`config.mk`:
```
export PLATFORM = sky130hd
export DESIGN_NAME = intra_delay_sampler
export DESIGN_NICKNAME = d
export VERILOG_FILES = /design/src/rtl/intra_delay_sampler.sv
export SDC_FILE = /design/constraint.sdc
export NUM_CORES = 1
export LEC_CHECK = 0
export CAP_MARGIN = 20
export CORE_UTILIZATION = 43
export DETAILED_ROUTE_END_ITERATION = 8
export HOLD_SLACK_MARGIN = 0.05
export SYNTH_ARGS = -nofsm -noshare
export SYNTH_HDL_FRONTEND = slang
export SYNTH_SLANG_ARGS = --single-unit
```
`constraint.sdc`:
```
create_clock -name clk -period 3.3 [get_ports clk]
set_input_delay 0.66 -clock clk [delete_from_list [all_inputs] [get_ports clk]]
set_output_delay 0.66 -clock clk [all_outputs]
set_load 0.03 [all_outputs]
```
`src/rtl/intra_delay_sampler.sv`:
```
// Captures b|c on request and replays it exactly DELAY cycles later.
// Pending captures sit in an in-order queue tagged with their due timestamp.
module intra_delay_sampler #(
    parameter int DELAY = 25,
    parameter int DEPTH = 4,
    parameter int CW    = 8
) (
    input  logic                       clk,
    input  logic                       rst_n,
    input  logic                       b,
    input  logic                       c,
    input  logic                       cap,
    output logic                       cap_ready,
    output logic                       d,
    output logic                       d_valid,
    output logic [$clog2(DEPTH+1)-1:0] count,
    output logic                       drop_err
);
    localparam int NW = $clog2(DEPTH+1);
    localparam int PW = $clog2(DEPTH);

    typedef struct packed {
        logic          value;
        logic [CW-1:0] due;
    } entry_t;

    logic [CW-1:0] tcnt;
    entry_t        q [DEPTH];
    logic [PW-1:0] wr_ptr, rd_ptr;
    logic          push, pop;

    // cap_ready follows registered count only, so a same-cycle pop never frees a slot early.
    assign cap_ready = (count != NW'(DEPTH));
    assign push      = cap & cap_ready;
    // Fixed delay keeps due stamps monotonic, so only the head ever needs comparing.
    assign pop       = (count != '0) && (tcnt == q[rd_ptr].due);

    always_ff @(posedge clk or negedge rst_n) begin
        if (!rst_n) begin
            tcnt <= '0;
        end else begin
            tcnt <= tcnt + CW'(1);
        end
    end

    always_ff @(posedge clk or negedge rst_n) begin
        if (!rst_n) begin
            for (int i = 0; i < DEPTH; i++) q[i] <= '0;
            wr_ptr <= '0;
        end else if (push) begin
            q[wr_ptr] <= '{value: b | c, due: tcnt + CW'(DELAY)};
            wr_ptr    <= wr_ptr + PW'(1);
        end
    end

    always_ff @(posedge clk or negedge rst_n) begin
        if (!rst_n) begin
            rd_ptr  <= '0;
            d       <= 1'b0;
            d_valid <= 1'b0;
        end else begin
            d_valid <= pop;
            if (pop) begin
                d      <= q[rd_ptr].value;
                rd_ptr <= rd_ptr + PW'(1);
            end
        end
    end

    always_ff @(posedge clk or negedge rst_n) begin
        if (!rst_n) begin
            count <= '0;
        end else begin
            case ({push, pop})
                2'b10:   count <= count + NW'(1);
                2'b01:   count <= count - NW'(1);
                default: count <= count;
            endcase
        end
    end

    always_ff @(posedge clk or negedge rst_n) begin
        if (!rst_n) begin
            drop_err <= 1'b0;
        end else if (cap && !cap_ready) begin
            drop_err <= 1'b1;
        end
    end
endmodule

```
---- Yosys cells after proc, flatten, opt, wreduce, memory -nomap -nowiden ----
Cells that the tools add are included.
word-level totals
  input port bits ......................... 5
  flip-flop bits (word level) ............. 54
  output and inout port bits .............. 7
  word-level logic and storage cells ...... 45
operators by class
  muxes and demuxes ....................... 7
  order comparisons ....................... 3
  add/subtract/negate cells ............... 6
  reduce and logical (&&, ||, !) cells .... 6
  equality and inequality tests ........... 4
  bitwise gates (word level) .............. 4
operators with widths
  cell                                                                          count
  36-bit bitwise mux                                                            1
  9-bit 2-to-1 mux                                                              3
  9-bit binary-select mux with 2-bit select                                     1
  9-bit demux with 2-bit select                                                 1
  8-bit by 1-bit adder with 8-bit output, second input constant                 1
  8-bit by 5-bit adder with 8-bit output, second input constant                 1
  8-bit equality test                                                           1
  3-bit greater-or-equal comparator, second input constant                      2
  2-bit NOT with 3-bit output                                                   2
  3-bit case mux with 2 select lines                                            1
  2-bit by 1-bit adder with 2-bit output, second input constant                 2
  3-bit by 1-bit adder with 3-bit output, second input constant                 1
  1-bit logical AND                                                             3
  3-bit by 1-bit less-than comparator with 1-bit output, second input constant  1
  3-bit inequality test, second input constant                                  1
  3-bit nonzero test                                                            1
  3-bit by 1-bit subtractor with 3-bit output, second input constant            1
  2-bit by 1-bit equality test with 1-bit output, second input constant         1
  2-bit equality test, second input constant                                    1
  2-bit nonzero test                                                            1
  1-bit bitwise AND                                                             1
  1-bit zero test                                                               1
  1-bit bitwise OR                                                              1

---- Logic depth before layout (Yosys ltp) ----
Gate-level depths: netlist of run 1.
  depth in word-level cells ............... 8
  gate-level depth with buffers ........... 14
  gate-level depth less buffers ........... 12

---- Worst setup path before layout of run 1 ----
Ideal clock, no wire load.
  path kind ............................... register -> register
  start point ............................. register rd_ptr[0]
  end point ............................... register count[2]
  data required time ...................... 3219 ps
  cell stages (with the launch flop) ...... 14
  arrival time ............................ 2506 ps
  setup slack ............................. 713 ps
  cells stage by stage .................... dfrtp_1 -> buf_6 -> mux4_2 -> xnor2_1 -> o311ai_1 -> nor3_2 -> o21ai_2 -> inv_1 -> ha_1 -> inv_1 -> fa_1 -> xor2_1 -> nor2_1 -> xor2_1
on the way
  word-level cells in the longest chain between the ends .. 8
ends and longest elaborated chain
  element                                                                                RTL line  text
  start: declaration                                                                     29        logic [PW-1:0] wr_ptr, rd_ptr;
  start signal: assignment                                                               65        rd_ptr <= rd_ptr + PW'(1);
  2-bit NOT with 3-bit output (not written as such) (*)                                  36        assign pop = (count != '0) && (tcnt == q[rd_ptr].due);
  9-bit binary-select mux with 2-bit select (*)                                          36
  9-bit 2-to-1 mux (*) (2 in a row)                                                      --
  8-bit equality test (*)                                                                36
  1-bit logical AND (*)                                                                  36
  via pop                                                                                30        logic push, pop;
  2-bit by 1-bit equality test with 1-bit output or 2-bit equality test (tied branches)  74        case ({push, pop})
  3-bit case mux with 2 select lines or 2-bit nonzero test (tied branches)               --
  end signal: assignment                                                                 75        2'b10: count <= count + NW'(1);
  end signal: assignment                                                                 76        2'b01: count <= count - NW'(1);
  end signal: assignment                                                                 77        default: count <= count;
  end: declaration                                                                       16        output logic [$clog2(DEPTH+1)-1:0] count,
Mark *: on every way through the listed nets, which the timed path passes. The rest lies on a longest branch. The select of a mux whose other input is x is not followed.
A chain may end at the register's enable or synchronous reset.

---- Worst setup path after layout of run 1 ----
Same ends and word-level chain as after synthesis.

==> results of run 1 <==
-- cell families (layout without fill, tap and decap cells) --
logic type / after synthesis / count (layout) / synth area share, %
and+or+nand+nor: 56 / 56 / 9.34
buffers and inverters: 23 / 32 / 3.97
AOI/OAI and AO/OA: 33 / 33 / 7.00
xor gates and xnor gates: 28 / 28 / 9.74
muxes: 23 / 23 / 12.5
DFF: 54 / 54 / 53.7
adders and majority gates: 7 / 7 / 3.78
-- critical path: stages (launching register included) --
cell and delay [ns]:
dfrtp_1 0.59, mux4_2 0.56, xnor2_1 0.15, o311ai_1 0.14
nor3_2 0.19, o21ai_2 0.13, inv_1 0.09, ha_1 0.17
inv_1 0.06, fa_1 0.38, xor2_1 0.15, nor2_1 0.11
xor2_1 0.15
-- layout make-up --
cell class              instances  area, sq um  area share, %
clock inverters                 3         40.0           1.44
well taps                      72         90.1           3.24
repair buffers                 14          128           4.59
inverters                      10         37.5           1.35
clock buffers                   5         68.8           2.47
flip-flops and latches         54         1350           48.6
multi-input cells             147         1070           38.4
-- placed cells by master, fill, tap and decap left out --
cell	instances
buf_2	1
o21ai_2	1
o311ai_1	1
a21oi_1	1
mux2i_1	9
xor2_1	13
bufinv_16	1
nor3b_1	1
clkinv_2	2
nand2_1	38
mux2_2	8
dfrtp_1	54
inv_1	10
mux2_4	1
a31o_2	1
o21ai_0	29
nor3_1	2
nand3_1	4
nor2_1	7
ha_1	6
nor3_2	1
and2_1	1
clkbuf_8	5
fa_1	1
mux4_1	2
clkdlybuf4s50_1	10
xnor2_1	15
nand2b_1	1
mux4_2	3
buf_4	3
nand4_1	1
-- worst max path at each step --
stage,from,cells past startpoint,end
after floorplan,rd_ptr[0],13,count[2]
after global placement,rd_ptr[0],12,count[2]
after detailed placement,rd_ptr[0],12,count[2]
after CTS,rd_ptr[0],12,count[2]
after global routing,rd_ptr[0],12,count[2]
final,rd_ptr[0],12,count[2]
-- registers in the layout (all words and copies together) (netlist names) --
name      flops
count         3
d             1
d_valid       1
drop_err      1
rd_ptr        2
wr_ptr        2
q            36
tcnt          8
-- synthesized netlist by cell type, drive strengths merged --
| cell type | instances | area (sq um) |
|---|---|---|
| dfrtp | 54 | 1350 |
| nand2 | 38 | 143 |
| o21ai | 30 | 154 |
| xnor2 | 15 | 131 |
| xor2 | 13 | 114 |
| inv | 10 | 37.5 |
| clkbuf | 9 | 33.8 |
| mux2 | 9 | 105 |
| mux2i | 9 | 90.1 |
| nor2 | 7 | 26.3 |
| ha | 6 | 75.1 |
| mux4 | 5 | 120 |
| buf | 4 | 28.8 |
| nand3 | 4 | 20.0 |
| nor3 | 3 | 20.0 |
| a21oi | 1 | 5.00 |
| a31o | 1 | 8.76 |
| and2 | 1 | 6.26 |
| fa | 1 | 20.0 |
| nand2b | 1 | 6.26 |
| nand4 | 1 | 6.26 |
| nor3b | 1 | 7.51 |
| o311ai | 1 | 8.76 |
-- power groups by stage --
stage	combinational, mW	clock, mW	sequential, mW
after floorplan	0.646	0	1.08
after global placement	0.872	0	1.08
after detailed placement	0.896	0	1.09
after CTS	0.902	0.449	1.07
after global routing	0.997	0.475	1.11
final	0.881	0.436	1.07
-- layer usage --
metal	track usage (%)	routed length, um	vias to the layer above
li1	-	-	755
met4	6.85	79	0
met1	24.2	2270	749
met5	0	0	-
met3	3.49	118	10
met2	25.9	2050	18
-- stage by stage --
stage	area (sq um)	hold slack, ns	total power [mW]	setup WS (ns)
after floorplan	2520	0.364	1.73	0.713
after global placement	2670	0.454	1.95	0.487
after detailed placement	2670	0.459	1.98	0.336
after CTS	2780	0.481	2.42	0.295
after global routing	2780	0.518	2.58	0.0986
final	2780	0.475	2.39	0.340
==> flow_summary.json, run 1 <==
{
  "clock.fmax_ghz": 0.338,
  "rows": 27,
  "worstSetupStartpointType": "register",
  "io_buffers": 11,
  "seqPwrFrac_pct": 44.9,
  "num_io_pins": 12,
  "first_iter_violations": 66,
  "post_drt_via_cell_ratio": 5.02,
  "rr_worst_depth": 12,
  "fin_cells": 305,
  "track_usage_pct": 17.2,
  "dp.cells": 297,
  "yosysWarnings": 0,
  "pwr-share-comb_pct": 36.9,
  "rsz0062_at_grt": "no",
  "cts_setup_buffers": 0,
  "grt_max_degree": 55,
  "clkPwrFrac_pct": 18.2,
  "num-nets-final": 244,
  "slew_viol_final": 0,
  "leakage_nw": 1.28,
  "reg2reg_from": "rd_ptr[0]",
  "antenna_found_initial": 0,
  "ant_nets": 0,
  "cts_resized": 0,
  "synth_cell_types": 29,
  "period_share_pct": 89.7,
  "power_density_mw_per_mm2": 859,
  "dieArea_sq_mm": 0.00617,
  "antenna_cells": 0,
  "die_x_um": 78.5,
  "switching_share_pct": 35.0,
  "path_class": "reg -> reg",
  "synth_area_per_cell_sq_um": 11.2,
  "drcViolationCount": 0,
  "cp_max_fo": 8,
  "start_util_pct": 45.2,
  "cts_tree": "built",
  "r2r_end": "count[2]",
  "required_ns": 3.54,
  "ir_drop_mv": 0.412,
  "endpoint_kind": "register",
  "vias": 1532,
  "h-tree-depth": 2,
  "routabilityCongestion": 0.755,
  "overflow": 0,
  "hpwl_um": 3140,
  "cts_buffer_depth": 2,
  "status": "completed",
  "p_int_mw": 1.55,
  "syn2layout_area_growth_pct": 10.5,
  "wirelength_um": 4520,
  "path_clk_slew_ns": 0.09,
  "grt_pass1_wl_um": 8060,
  "setup_viol": 0,
  "hold_violations": 0,
  "min_period_ns": 2.96,
  "synth_seq_cells": 54,
  "grt_pass1_vias": 1594,
  "insertion_delay_ns": 0.30,
  "synth_fp_nets": 236,
  "power.switching_uw": 837,
  "firstDrtPassIters": 4,
  "final_layout_size_suffix_gt1_share_pct": 11.6,
  "wl_per_cell_um": 14.8,
  "relSlewSlack_pct": 54.8,
  "worst-r2r-setup-slack_ns": 0.34,
  "die_y_um": 78.5,
  "final.setup.tns_ns": 0,
  "hold_buffers": 0,
  "fin_worst_skew_ns": 0.00319,
  "min-delay-path-class": "in -> async",
  "worst_pin_slew_ns": 0.679,
  "utilization_pct": 49.9,
  "yosysSeqAreaShare_pct": 53.7,
  "cap_violations": 0,
  "clkSinkCount": 54,
  "nFillCells": 506,
  "netlist_area_sq_mm": 0.00252,
  "cp_data_arrival_time_ns": 3.20,
  "syn_inst": 224,
  "core-area_sq_mm": 0.00557,
  "numCtsBuffers": 5,
  "ctsRootBufferMaster": "clkbuf_8"
}
(Power assumes the default switching activity.)
==> run 2: changes to the inputs <==
--- a/config.mk
+++ b/config.mk
@@ -8,6 +8,7 @@
 export CAP_MARGIN = 20
 export CORE_UTILIZATION = 43
 export DETAILED_ROUTE_END_ITERATION = 8
+export GPL_TIMING_DRIVEN = 0
 export HOLD_SLACK_MARGIN = 0.05
 export SYNTH_ARGS = -nofsm -noshare
 export SYNTH_HDL_FRONTEND = slang
==> run 2 against run 1 <==
Against the previous run: via count is 3.2% higher; clock power decreased by 14%; sequential share of layout area fell by 0.73 points; hold slack worse by 0.21 ns; count of clock-buffer cells in the layout grew 2; total power fell by 1.6%; die area unchanged; combinational power rose by 5.9%; non-clock buffer count is 11 higher; routed wire length is 2.1% higher; critical path type unchanged.
==> flow_summary.json, run 2 (same netlist as run 1, synthesis figures left out) <==
{
  "status": "completed",
  "path_cells": "buf_6 > mux4_2 > xnor2_1 > o311ai_1 > nor3_2 > o21ai_2 > inv_1 > ha_1 > inv_1 > fa_1 > xor2_1 > nor2_1 > xor2_1",
  "wl_per_cell_um": 14.6,
  "path_class": "reg -> reg",
  "worst_pin_slew_ns": 0.534,
  "cp_data_arrival_time_ns": 3.15,
  "dieArea_sq_mm": 0.00617,
  "overflow": 0,
  "die_x_um": 78.5,
  "first_iter_violations": 59,
  "drcViolationCount": 0,
  "h-tree-depth": 2,
  "rsz0062_at_grt": "no",
  "clkPwrFrac_pct": 16.0,
  "firstDrtPassIters": 4,
  "num-nets-final": 255,
  "period_share_pct": 88.3,
  "cap_violations": 0,
  "final_cell_mix": "dfrtp_1, nand2_1, o21ai_0, xnor2_1, xor2_1",
  "cp_max_fo": 8,
  "grt_pass1_wl_um": 8090,
  "ant_nets": 0,
  "r2r_end": "count[2]",
  "power.switching_uw": 837,
  "final_layout_size_suffix_gt1_share_pct": 11.5,
  "cts_resized": 0,
  "cts_buffer_depth": 2,
  "path_clk_slew_ns": 0.09,
  "final.setup.tns_ns": 0,
  "cts_setup_buffers": 0,
  "routabilityCongestion": 0.757,
  "clkSinkCount": 54,
  "finalPower_mw": 2.35,
  "final_common_cell": "dfrtp_1",
  "cts_tree": "built",
  "rr_worst_depth": 13,
  "start_util_pct": 45.2,
  "numCtsBuffers": 5,
  "antenna_found_initial": 0,
  "cp-endpoint": "count[2]",
  "syn2layout_area_growth_pct": 12.2,
  "cp-startpoint": "rd_ptr[0]",
  "fin_worst_skew_ns": 0.00724,
  "seqPwrFrac_pct": 44.4,
  "p_int_mw": 1.52,
  "leakage_nw": 1.30,
  "relSlewSlack_pct": 64.4,
  "grt_pass1_vias": 1622,
  "worstSetupStartpointType": "register",
  "antenna_cells": 0,
  "track_usage_pct": 17.7,
  "dp_slack_ns": 0.403,
  "post_drt_via_cell_ratio": 5.00,
  "slew_viol_final": 0,
  "pwr-share-comb_pct": 39.6,
  "reg2reg_from": "rd_ptr[0]",
  "grt_max_degree": 39,
  "place_area_sq_mm": 0.00273,
  "min-delay-path-class": "in -> async",
  "final_area_sq_mm": 0.00283,
  "ctsRootBufferMaster": "clkbuf_8",
  "crit_slowest_cell": "mux4_2",
  "cp_slowest_stage_delay_ns": 0.52,
  "endpoint_kind": "register",
  "reg_top3": "q (36), tcnt (8), count (3)",
  "die_y_um": 78.5,
  "switching_share_pct": 35.6,
  "wirelength_um": 4610,
  "power_density_mw_per_mm2": 833,
  "min_period_ns": 2.91,
  "largest_reg_flops": 36,
  "hpwl_um": 3230,
  "vias": 1581,
  "ir_drop_mv": 0.328,
  "io_buffers": 11,
  "insertion_delay_ns": 0.31,
  "hold_violations": 0,
  "hold_buffers": 0,
  "clock.fmax_ghz": 0.343,
  "worst-r2r-setup-slack_ns": 0.39,
  "core-area_sq_mm": 0.00557,
  "fin_ws_ns": 0.387,
  "required_ns": 3.54,
  "setup_viol": 0,
  "largest_register": "q",
  "rows": 27,
  "num_io_pins": 12
}
==> run 2: changes by cell type in the layout (fill, tap and decap cells not counted), sizes merged <==
cell / previous run / this run
buf: 4 / 6
bufinv: 1 / 0
clkbuf: 5 / 16
clkinv: 2 / 1
==> run 2: worst min path at each step <==
stage | endpoint | slack (ns)
floorplan | count[0] | 0.36
global placement | drop_err | 0.45
detailed placement | drop_err | 0.46
CTS | q[19] | 0.27
global route | q[26] | 0.28
finish | q[18] | 0.27
==> run 2: through the flow <==
stage	util (%)	instances	hold WS, ns
after floorplan	-	224	0.364
after global placement	48.8	307	0.452
after detailed placement	49.0	308	0.457
after CTS	50.7	316	0.267
after global routing	50.7	316	0.283
final	50.7	316	0.270
==> run 2: critical path, delay by kind of cell, from the launching register on <==
kind                     cells  cell delay, ns
buffers and inverters        3            0.32
AO/OA/AOI/OAI                2            0.29
XOR/XNOR                     3            0.46
multiplexers                 1            0.52
flip-flops                   1            0.35
AND/OR/NAND/NOR              2            0.36
adder cells (fa/ha/maj)      2            0.55
==> run 2: metal layers <==
layer	vias to the layer above	routed length [um]	global-route usage (%)	part of all wire [%]
met4	0	84	7.78	1.8
met1	776	2300	24.7	50
met3	5	94	2.79	2.0
li1	781	-	-	-
met2	19	2140	27.4	46
met5	-	0	0	0
==> run 2: power groups by stage <==
stage,registers [mW],clock network [mW],logic [mW]
final,1.04,0.377,0.933
after global routing,1.08,0.412,1.05
after CTS,1.04,0.388,0.949
after detailed placement,1.06,0,0.944
after global placement,1.05,0,0.925
after floorplan,1.08,0,0.646
==> run 2: cell type report <==
class,instances,area [sq um]
fillers,520,2750
flip-flops and latches,54,1350
multi-input cells,147,1070
repair buffers,12,125
well taps,72,90.1
clock buffers,7,86.3
plain buffers,13,62.6
inverters,10,37.5
clock inverters,1,5.00
==> run 3: changes to the inputs <==
--- a/config.mk
+++ b/config.mk
@@ -10,6 +10,7 @@
 export DETAILED_ROUTE_END_ITERATION = 8
 export GPL_TIMING_DRIVEN = 0
 export HOLD_SLACK_MARGIN = 0.05
+export PLACE_DENSITY_LB_ADDON = 0.3
 export SYNTH_ARGS = -nofsm -noshare
 export SYNTH_HDL_FRONTEND = slang
 export SYNTH_SLANG_ARGS = --single-unit
==> constraint.sdc (replaced) <==
create_clock -name clk -period 3.3 [get_ports clk]
set_input_delay 0.66 -clock clk [delete_from_list [all_inputs] [get_ports clk]]
set_output_delay 0.66 -clock clk [all_outputs]
set_load 0.05 [all_outputs]
==> run 3 against run 2 <==
Against the previous run: count of clock-buffer cells in the layout shrank 1; critical endpoint unchanged; maximum frequency grew 1.4%; critical path type unchanged; hold slack better by 0.096 ns; clock power up 18%; global-route usage shrank 0.60 points; worst setup slack better by 0.040 ns; critical path depth stayed put.
==> flow_summary.json, run 3 (same netlist as run 1, synthesis figures left out) <==
{
  "dp_slack_ns": 0.450,
  "overflow": 0,
  "largest_register": "q",
  "core-area_sq_mm": 0.00557,
  "die_x_um": 78.5,
  "cp_data_arrival_time_ns": 3.10,
  "rsz0062_at_grt": "no",
  "syn2layout_area_growth_pct": 12.9,
  "setup_viol": 0,
  "ant_nets": 0,
  "cts_setup_buffers": 0,
  "multi_input_area_sq_mm": 0.00107,
  "min_period_ns": 2.87,
  "die_y_um": 78.5,
  "fin_worst_skew_ns": 0.00770,
  "antenna_cells": 0,
  "clkSinkCount": 54,
  "io_buffers": 11,
  "routabilityCongestion": 0.771,
  "grt_pass1_vias": 1659,
  "ctsRootBufferMaster": "clkbuf_8",
  "num_io_pins": 12,
  "ir_drop_mv": 0.336,
  "path_clk_slew_ns": 0.10,
  "wirelength_um": 4570,
  "wl_per_cell_um": 14.5,
  "largest_reg_flops": 36,
  "worst_pin_slew_ns": 0.652,
  "seqCellArea_sq_mm": 0.00135,
  "grt_pass1_wl_um": 8060,
  "rows": 27,
  "utilization_pct": 51.0,
  "start_util_pct": 45.2,
  "cts_tree": "built",
  "vias": 1571,
  "place_area_sq_mm": 0.00273,
  "final_common_cell": "dfrtp_1",
  "leakage_nw": 1.30,
  "insertion_delay_ns": 0.31,
  "numCtsBuffers": 5,
  "grt_max_degree": 29,
  "min-delay-path-class": "in -> async",
  "status": "completed",
  "slew_viol_final": 0,
  "dp.cells": 308,
  "final_area_sq_mm": 0.00284,
  "hold_buffers": 0,
  "fin_cells": 316,
  "fin_ws_ns": 0.427,
  "firstDrtPassIters": 4,
  "path_class": "reg -> reg",
  "dieArea_sq_mm": 0.00617,
  "final_cell_mix": "dfrtp_1, nand2_1, o21ai_0, xnor2_1, xor2_1",
  "post_drt_via_cell_ratio": 4.97,
  "required_ns": 3.53,
  "antenna_found_initial": 0,
  "drcViolationCount": 0,
  "num-nets-final": 255,
  "cts_buffer_depth": 2,
  "first_iter_violations": 78,
  "relSlewSlack_pct": 56.5,
  "hpwl_um": 3310,
  "clock.fmax_ghz": 0.348,
  "power_density_mw_per_mm2": 871,
  "finalPower_mw": 2.48,
  "cp_max_fo": 8,
  "cts_resized": 0,
  "period_share_pct": 87.0,
  "nFillCells": 518,
  "endpoint_kind": "register",
  "cap_violations": 0,
  "reg_top3": "q (36), tcnt (8), count (3)",
  "h-tree-depth": 2,
  "track_usage_pct": 17.2,
  "hold_violations": 0,
  "final_layout_size_suffix_gt1_share_pct": 11.5,
  "worstSetupStartpointType": "register"
}
run 3: worst paths after layout:
kind	startpoint	endpoint	slack, ns	cells after the start
min in group clk	drop_err	drop_err	0.48	1
min reg2reg	drop_err	drop_err	0.48	1
max reg2reg	rd_ptr[0]	count[2]	0.43	13
min	rst_n	tcnt[4]	0.37	1
max in group asynchronous	rst_n	q[24]	2.37	2
max	rd_ptr[0]	count[2]	0.43	13
run 3: layer usage:
layer / routed length [um] / GRT usage [%] / vias to the layer above
li1: - / - / 778
met1: 2150 / 22.8 / 767
met2: 2250 / 28.4 / 20
met3: 103 / 3.14 / 6
met4: 63 / 5.19 / 0
met5: 0 / 0 / -
run 3: worst max-delay path, stage by stage, from the launching register on:
cell and delay [ns]:
dfrtp_1 0.35, buf_6 0.15, mux4_2 0.52, xnor2_1 0.15, o311ai_1 0.16, nor3_2 0.22, o21ai_2 0.13, inv_1 0.09
ha_1 0.17, inv_1 0.06, fa_1 0.37, xor2_1 0.15, nor2_1 0.11, xor2_1 0.16
run 3: power by group:
part / internal [mW] / leakage [nW] / switching, mW
clock: 0.227 / 0.0514 / 0.216
sequential: 0.908 / 0.668 / 0.136
combinational: 0.438 / 0.581 / 0.551
run 3: final cells by class:
| class | instances | area share [%] |
|---|---|---|
| Inverter | 10 | 1.32 |
| Clock buffer | 6 | 2.55 |
| Multi-Input combinational cell | 147 | 37.5 |
| Clock inverter | 2 | 1.32 |
| Sequential cell | 54 | 47.5 |
| Timing Repair Buffer | 12 | 4.40 |
| Buffer | 13 | 2.20 |
| Tap cell | 72 | 3.17 |
run 3: stage by stage:
stage	TNS (ns)	hold WS, ns
3_5_place_dp	0	0.464
3_3_place_gp	-4.34	0.451
6_report	0	0.366
5_1_grt	0	0.405
4_1_cts	0	0.389
2_1_floorplan	0	0.364
